[src/rtl/response_uart_tx.sv]
// UART 8N1 transmitter for decoder response pairs: sends {code, value} as two bytes
// and buffers one extra pair while a frame is in flight.
module response_uart_tx #(
    parameter int unsigned CLKS_PER_BIT = 5208
) (
    input  logic       clock,
    input  logic       reset,
    input  logic       finished,
    input  logic [7:0] response_code,
    input  logic [7:0] response,
    output logic       tx,
    output logic       busy,
    output logic       pending,
    output logic       overflow
);

    localparam int unsigned CNT_W = (CLKS_PER_BIT > 2) ? $clog2(CLKS_PER_BIT) : 1;
    localparam logic [CNT_W-1:0] BAUD_MAX = CNT_W'(CLKS_PER_BIT - 1);

    typedef enum logic [1:0] {
        StIdle,
        StStart,
        StData,
        StStop
    } state_e;

    state_e           r_state;
    logic [CNT_W-1:0] r_baud;
    logic [2:0]       r_bit;
    logic             r_byte;
    logic [15:0]      r_frame;
    logic [15:0]      r_hold;
    logic             r_pending;
    logic             r_overflow;
    logic             r_finished_q;

    state_e           w_state_nxt;
    logic [CNT_W-1:0] w_baud_nxt;
    logic [2:0]       w_bit_nxt;
    logic             w_byte_nxt;
    logic [15:0]      w_frame_nxt;
    logic [15:0]      w_hold_nxt;
    logic             w_pending_nxt;
    logic             w_overflow_nxt;

    logic             w_capture;
    logic             w_baud_done;
    logic             w_frame_end;
    logic [7:0]       w_cur_byte;
    logic [15:0]      w_pair;

    assign w_capture   = finished & ~r_finished_q;
    assign w_baud_done = (r_baud == BAUD_MAX);
    assign w_frame_end = (r_state == StStop) && w_baud_done && r_byte;
    assign w_cur_byte  = r_byte ? r_frame[7:0] : r_frame[15:8];
    assign w_pair      = {response_code, response};

    always_ff @(posedge clock) begin
        if (reset) begin
            r_state      <= StIdle;
            r_baud       <= '0;
            r_bit        <= '0;
            r_byte       <= 1'b0;
            r_frame      <= '0;
            r_hold       <= '0;
            r_pending    <= 1'b0;
            r_overflow   <= 1'b0;
            r_finished_q <= 1'b0;
        end else begin
            r_state      <= w_state_nxt;
            r_baud       <= w_baud_nxt;
            r_bit        <= w_bit_nxt;
            r_byte       <= w_byte_nxt;
            r_frame      <= w_frame_nxt;
            r_hold       <= w_hold_nxt;
            r_pending    <= w_pending_nxt;
            r_overflow   <= w_overflow_nxt;
            r_finished_q <= finished;
        end
    end

    always_comb begin
        w_state_nxt    = r_state;
        w_baud_nxt     = r_baud;
        w_bit_nxt      = r_bit;
        w_byte_nxt     = r_byte;
        w_frame_nxt    = r_frame;
        w_hold_nxt     = r_hold;
        w_pending_nxt  = r_pending;
        w_overflow_nxt = r_overflow;

        unique case (r_state)
            StIdle: begin
                if (w_capture) begin
                    w_frame_nxt = w_pair;
                    w_state_nxt = StStart;
                    w_baud_nxt  = '0;
                    w_byte_nxt  = 1'b0;
                end
            end
            StStart: begin
                if (w_baud_done) begin
                    w_baud_nxt  = '0;
                    w_bit_nxt   = '0;
                    w_state_nxt = StData;
                end else begin
                    w_baud_nxt = r_baud + 1'b1;
                end
            end
            StData: begin
                if (w_baud_done) begin
                    w_baud_nxt = '0;
                    if (r_bit == 3'd7) begin
                        w_state_nxt = StStop;
                    end else begin
                        w_bit_nxt = r_bit + 3'd1;
                    end
                end else begin
                    w_baud_nxt = r_baud + 1'b1;
                end
            end
            StStop: begin
                if (w_baud_done) begin
                    w_baud_nxt = '0;
                    if (!r_byte) begin
                        w_byte_nxt  = 1'b1;
                        w_state_nxt = StStart;
                    end else if (r_pending) begin
                        // Chain the held pair straight into a new start bit.
                        w_frame_nxt   = r_hold;
                        w_pending_nxt = 1'b0;
                        w_byte_nxt    = 1'b0;
                        w_state_nxt   = StStart;
                    end else begin
                        w_byte_nxt  = 1'b0;
                        w_state_nxt = StIdle;
                    end
                end else begin
                    w_baud_nxt = r_baud + 1'b1;
                end
            end
            default: begin
                w_state_nxt = StIdle;
            end
        endcase

        // A capture coinciding with a drain refills the buffer the drain just emptied.
        if (w_capture && (r_state != StIdle)) begin
            if (!r_pending || w_frame_end) begin
                w_hold_nxt    = w_pair;
                w_pending_nxt = 1'b1;
            end else begin
                w_overflow_nxt = 1'b1;
            end
        end
    end

    always_comb begin
        tx = 1'b1;
        unique case (r_state)
            StIdle:  tx = 1'b1;
            StStart: tx = 1'b0;
            StData:  tx = w_cur_byte[r_bit];
            StStop:  tx = 1'b1;
            default: tx = 1'b1;
        endcase
    end

    assign busy     = (r_state != StIdle);
    assign pending  = r_pending;
    assign overflow = r_overflow;

endmodule

[config.mk]
export PLATFORM = sky130hd
export DESIGN_NAME = response_uart_tx
export DESIGN_NICKNAME = d
export VERILOG_FILES = /design/src/rtl/response_uart_tx.sv
export SDC_FILE = /design/constraint.sdc
export NUM_CORES = 1
export LEC_CHECK = 0
export CAP_MARGIN = 20
export CORE_ASPECT_RATIO = 1.25
export CORE_MARGIN = 5
export CORE_UTILIZATION = 35
export DETAILED_ROUTE_END_ITERATION = 10
export DONT_BUFFER_PORTS = 1
export GPL_TIMING_DRIVEN = 0
export PLACE_DENSITY_LB_ADDON = 0.2
export SLEW_MARGIN = 15
export SYNTH_ARGS = -nofsm -noshare
export SYNTH_HDL_FRONTEND = slang
export SYNTH_SLANG_ARGS = --single-unit
[constraint.sdc]
create_clock -name clock -period 2.7 [get_ports clock]
set_clock_uncertainty 0.15 [all_clocks]
set_input_delay 0.675 -clock clock [delete_from_list [all_inputs] [get_ports clock]]
set_output_delay 0.675 -clock clock [all_outputs]
set_load 0.05 [all_outputs]
==> flow_metrics.py <==
metrics = {
    "synth": {
        "syn_area_um2": 2700,
        "yosys_warnings": 0,
        "synth_ff_type": "dfxtp_1",
        "syn_nets": 325,
        "synth_edf_count": 0,
        "ys_types": 49,
        "yosysMostFrequentCell": "dfxtp_1",
        "yosysTopAreaCell": "dfxtp_1",
        "syn_avg_cell_area_um2": 9.06,
        "seq_area_frac_synth": 0.400,
        "ys_ff_latch": 54,
        "synth_top_area_frac": 0.400,
        "async_flop_share": 0,
        "netlist_instances": 298,
        "synth_area_leaders": "dfxtp_1, a21oi_1, o221a_2",
        "synth_common_cells": "dfxtp_1, a21oi_1, inv_1",
    },
    "layout": {
        "final_layout_size_suffix_gt1_frac": 0.134,
        "n_antenna_cell": 0,
        "fin_cells": 397,
        "fill_cells": 758,
        "area_delta_synth_final_pct": 9.36,
        "nNetsFinal": 331,
    },
    "floorplan": {
        "rows": 35,
        "die-area_um2": 9590,
        "coreArea_um2": 7440,
        "ioPinCount": 23,
        "start_util": 0.363,
        "die_width_um": 88.6,
        "die_h_um": 108,
    },
    "min_path": {
        "hold_class": "reg -> reg",
    },
    "global_route": {
        "grt_usage": 0.152,
        "busiest_layer": "met2",
        "antenna_found_initial": 0,
        "overflow": 0,
        "grt_max_degree": 17,
        "met2_usage": 0.255,
        "grt_use_met3": 0.0229,
        "grt_pass1_wl_um": 11500,
        "grt_pass1_vias": 2269,
        "met1_usage": 0.199,
    },
    "cts": {
        "clk_pin_slew_ps": 100,
        "cts_setup_buffers": 0,
        "clockRootBuffer": "clkbuf_8",
        "clk_latency_ps": 310,
        "clock_sinks": 54,
        "h-tree-depth": 2,
        "numCtsBuffers": 5,
        "cts_tree": "built",
        "cts_buffer_depth": 2,
        "ctsHoldBuffers": 0,
    },
    "setup_path": {
        "cp-start-kind": "flop",
        "crit_type": "reg -> out",
        "cp.arrival_ps": 1770,
        "endpoint_kind": "output pin",
        "required_ps": 1880,
        "cp_max_fo": 8,
    },
    "sta": {
        "finalSetupTns_ps": 0,
        "relSlewSlack": 0.506,
        "tightest_slew_ps": 731,
        "finalCritPeriodShare": 0.963,
        "rsz0062_at_grt": "false",
        "min_period_ps": 2600,
        "whs_ps": 333,
        "final_max_slew_viol_count": 0,
        "fmax_mhz": 385,
        "worst_slack_ps": 101,
        "finalHoldViolCount": 0,
        "setup_viol": 0,
    },
    "drt": {
        "routedWlPerCell_um": 16.9,
        "wl_um": 6710,
        "detail_route.vias_per_cell": 5.67,
        "dr_total_vias": 2251,
        "drcViolationCount": 0,
        "ant_nets": 0,
        "drt-pass1-iter-count": 4,
        "dr.first_iter.drc_count": 122,
    },
    "power_and_ir_drop": {
        "powerDensity_nw_per_um2": 967,
        "p_total_w": 0.00286,
        "p_leak_nw": 0.991,
        "peakVddDrop_v": 0.000336,
    },
    "status": {
        "status": "complete, no violations",
    },
    "placement": {
        "port_buffers": 0,
        "preCtsSetupSlack_ps": 40.6,
        "routabilityCongestion": 0.817,
        "dp.cells": 390,
        "hpwlAfterDp_um": 4880,
    },
    "run": {
        "maxCapViolations": 0,
    },
}
==> sequential cells by signal, summed over array words and instances, names as in the netlist <==
register      cells
overflow          1
r_baud           13
r_finished_q      1
r_frame          16
r_bit             3
pending           1
r_byte            1
r_state           2
r_hold           16
==> final timing paths <==
kind | from | end | slack (ps) | depth (start not counted)
min | r_hold[8]$_SDFFE_PP0P_ | r_hold[8]$_SDFFE_PP0P_ | 330 | 2
max | r_byte$_SDFFE_PP0P_ | tx | 100 | 4
max reg2reg | r_baud[7]$_SDFFE_PP0P_ | r_frame[8]$_SDFFE_PP0P_ | 190 | 7
min reg2reg | r_hold[8]$_SDFFE_PP0P_ | r_hold[8]$_SDFFE_PP0P_ | 330 | 2
==> through the flow <==
step / utilization / area, um2
2_1_floorplan: - / 2710
3_5_place_dp: 0.379 / 2820
5_1_grt: 0.397 / 2950
6_report: 0.397 / 2950
4_1_cts: 0.395 / 2940
3_3_place_gp: 0.379 / 2820
==> layer usage <==
metal	part of all wire	up-vias	routed length [um]
met2	0.49	36	3290
met4	0.016	0	105
met5	0	-	0
met1	0.47	1084	3130
met3	0.028	10	187
li1	-	1121	-
==> report_power, final <==
part	total [W]	leakage, nW	internal (W)	switching [W]
registers	0.00111	0.442	0.000977	0.000132
logic	0.00119	0.497	0.000462	0.000731
clock network	0.000553	0.0514	0.000277	0.000276
==> placed cells by master, fill, tap and decap left out, types with 3 or more instances in the layout <==
cell type  instances
a211oi_1           5
xnor2_1            8
o221a_2           10
nand2_1           10
nor2b_1            3
and3_1             3
or3_1             17
o221a_1            6
mux4_2             4
ha_1               8
o41ai_1            3
clkbuf_8           5
o21ai_0           19
nand3_1            6
a21oi_1           43
buf_6              3
clkbuf_1          14
nand2b_1           3
buf_2              3
nor2_1            13
nand4_1            6
dfxtp_1           52
inv_1             22
==> area by class of cell <==
cell class / instances / area (um2) / share of cell area
multi-input cells: 201 / 1460 / 0.493
flip-flops and latches: 54 / 1090 / 0.368
clock inverters: 2 / 37.5 / 0.0127
well taps: 92 / 115 / 0.0390
inverters: 22 / 82.6 / 0.0280
clock buffers: 6 / 72.6 / 0.0246
plain buffers: 20 / 103 / 0.0347
==> cells by family (layout without fill, tap and decap cells) <==
family,after synthesis,count (layout),share of synthesized area
compound gates,104,104,0.264
simple gates,74,74,0.159
flops,54,54,0.400
buf+inv,43,50,0.0695
fa+ha+maj,8,8,0.0371
xor+xnor,8,8,0.0259
mux,7,7,0.0449
==> critical path: stages (launching register included) <==
cell     delay (ps)
dfxtp_4         420
mux4_2          520
mux2i_2         170
mux2_2          220
o22ai_4         150
==> repair_timing <==
item                       CTS  global route
setup endpoints to repair    1            11
hold endpoints to repair     0             0
resized for setup            3             6
Power figures use the tool's default switching activity.
==> patch, RTL diff (same settings) <==
Change the parameter `CLKS_PER_BIT` from 5208 to 20832.
--- a/src/rtl/response_uart_tx.sv
+++ b/src/rtl/response_uart_tx.sv
@@ -2,5 +2,5 @@
 // and buffers one extra pair while a frame is in flight.
 module response_uart_tx #(
-    parameter int unsigned CLKS_PER_BIT = 5208
+    parameter int unsigned CLKS_PER_BIT = 20832
 ) (
     input  logic       clock,
Behaviour: same outputs for any inputs over 10 cycles, from zero or initial values and one cycle with reset high; that may be too few to reach the edited logic, so the function may still have changed.
==> patch against the original RTL <==
Setup slack worse by 52 ps; via count grew 7.2%; largest cell class unchanged; routed wire length grew 11%; synthesized area increased by 8.6%; clock power shrank 13%; die area up 7.7%; core utilization fell by 0.88 points; design area rose by 7.6%; largest power group is now registers; sequential cell count rose by 2; power shrank 1.3%; final cell count rose by 6.8%; global-route usage down 0.56 points; worst hold slack better by 4.8 ps.
==> patch: results (changes against the original RTL) <==
Leak Pwr=0.001006 µW (+1.5%); Max VDD drop=0.0003608 V (+7.5%); synth cell count leaders=dfxtp_1, a21oi_1, inv_1, nand3_1, o221a_1; wire length per cell=17.54 µm (+3.9%); first-pass GRT wire length=12.56 mm (+8.9%); CTS buffer count=5 (unchanged); postcts setup bufs=0 (unchanged); met3 Track Usage GR=2.882% (+0.60 points); ANT nets after route=0 (unchanged); root buffer cell=clkbuf_8; Pre-antenna DRT Iters=4 (unchanged); DP Area=3054 µm² (+8.2%); largest net degree at the start of global routing=18 (+1); biggest regs=r_frame (16), r_hold (16), r_baud (15); Vias=2,414 (+7.2%); CP max FO=9 (+1); clock buffer depth=2 (unchanged); outcome=finished, final reports clean; pre-CTS setup slack=-153.8 ps (-194.5 ps); DP HPWL=5.338 mm (+9.4%); worst skew pair latency=320 ps; Final GP Congestion=0.7837 (-4.1%); Clk pin slew, worst setup/hold paths=110 ps; fraction of registers with async set or reset after synthesis=0% (unchanged); slew margin rel.=44.96% (-5.7 points); share of cells above drive strength 1=12.54% (-0.90 points); Starting DRT DRC Count=118 (-3.3%); fin nets=354 (+6.9%); count of cell types in the netlist=52 (+6.1%); number of flops mapped to enable cells by yosys=0 (unchanged); Area contributors post-synth=dfxtp_1, a21oi_1, o221a_1; YS warnings=0 (unchanged); Global Route Usage Sum=14.67% (-0.56 points); grt met1 use=18.83% (-1.0 points); H-tree Lvls=2 (unchanged); n_diodes=0 (unchanged); post-synthesis sequential area ratio=38.23% (-1.8 points); initial antenna violation count=0 (unchanged); Global Route met2 Usage=25.63% (+0.18 points); worst min-delay path class=input port to flop; PortBufs=0 (unchanged); Filler cells=857 (+13%)
## patch: cell types whose count changed after synthesis, moves of 3 or more
cell     before  now
a31oi_1       2    5
o41ai_1       3    0
buf_2         3    6
o221a_1       6   16
o21ai_0      19   14
o21ai_1       0    9
nand3_1       6   23
buf_6         3    0
o221a_2      10    0
or3_1        17    1
## patch: worst paths after layout
| path | start | to | slack (ps) | depth (start not counted) |
|---|---|---|---|---|
| setup / recovery | r_state[0] | tx | 50 | 4 |
| hold reg to reg | r_hold[4] | r_hold[4] | 340 | 2 |
| setup reg to reg | r_state[0] | r_hold[13] | 210 | 8 |
| hold / removal | response_code[6] | r_hold[14] | 340 | 2 |
## patch: final cells by class
class,count,area (µm²),area share (%)
inverter,23,90.09,2.834
clock inverter,2,16.27,0.5116
buffer,19,83.83,2.637
multi-input combinational,222,1672,52.58
sequential,56,1127,35.46
clock buffer,5,68.82,2.165
tap,97,121.4,3.817
## patch: kinds of logic after synthesis
group                      count (synthesis)  synth area share (%)
DFF                                       56                 38.23
and+or+nand+nor                           87                 18.64
xor gates and xnor gates                   9                 2.688
adders and majority gates                  8                 3.413
buffers and inverters                     44                 6.015
AOI/OAI and AO/OA                        112                 27.26
muxes                                      6                 3.754
## patch: worst max-delay path: stages, from the launching register on
cell	delay [ps]
dfxtp_1	370
inv_1	170
ha_2	300
or4b_4	490
o221ai_4	180
## patch: report_power, final
group	switching, µW	leakage, µW	total (µW)	internal [µW]
sequential	161	0.000459	1180	1020
combinational	731	0.000507	1160	430
clock	297	0.0000406	479	182
total	1190	0.00101	2820	1630
## patch: routing by layer
layer / share of wire [%] / up-vias
met5: 0 / -
met3: 5.2 / 4
met1: 45 / 1145
met4: 0.55 / 0
met2: 50 / 51
li1: - / 1214
## patch: through the flow
| stage | hold WS (ps) | utilization [%] | cells |
|---|---|---|---|
| final | 337.5 | 38.80 | 424 |
| after global routing | 333.0 | 38.80 | 424 |
| after CTS | 333.1 | 38.59 | 424 |
| after detailed placement | 322.1 | 37.27 | 419 |
| after global placement | 318.3 | 37.27 | 419 |
| after floorplan | 304.1 | - | 322 |
## patch: what timing repair did
item                                    4_1_cts  5_1_grt
hold buffers                                  0        0
endpoints found under the setup margin       11       14
resized for setup                             9        6
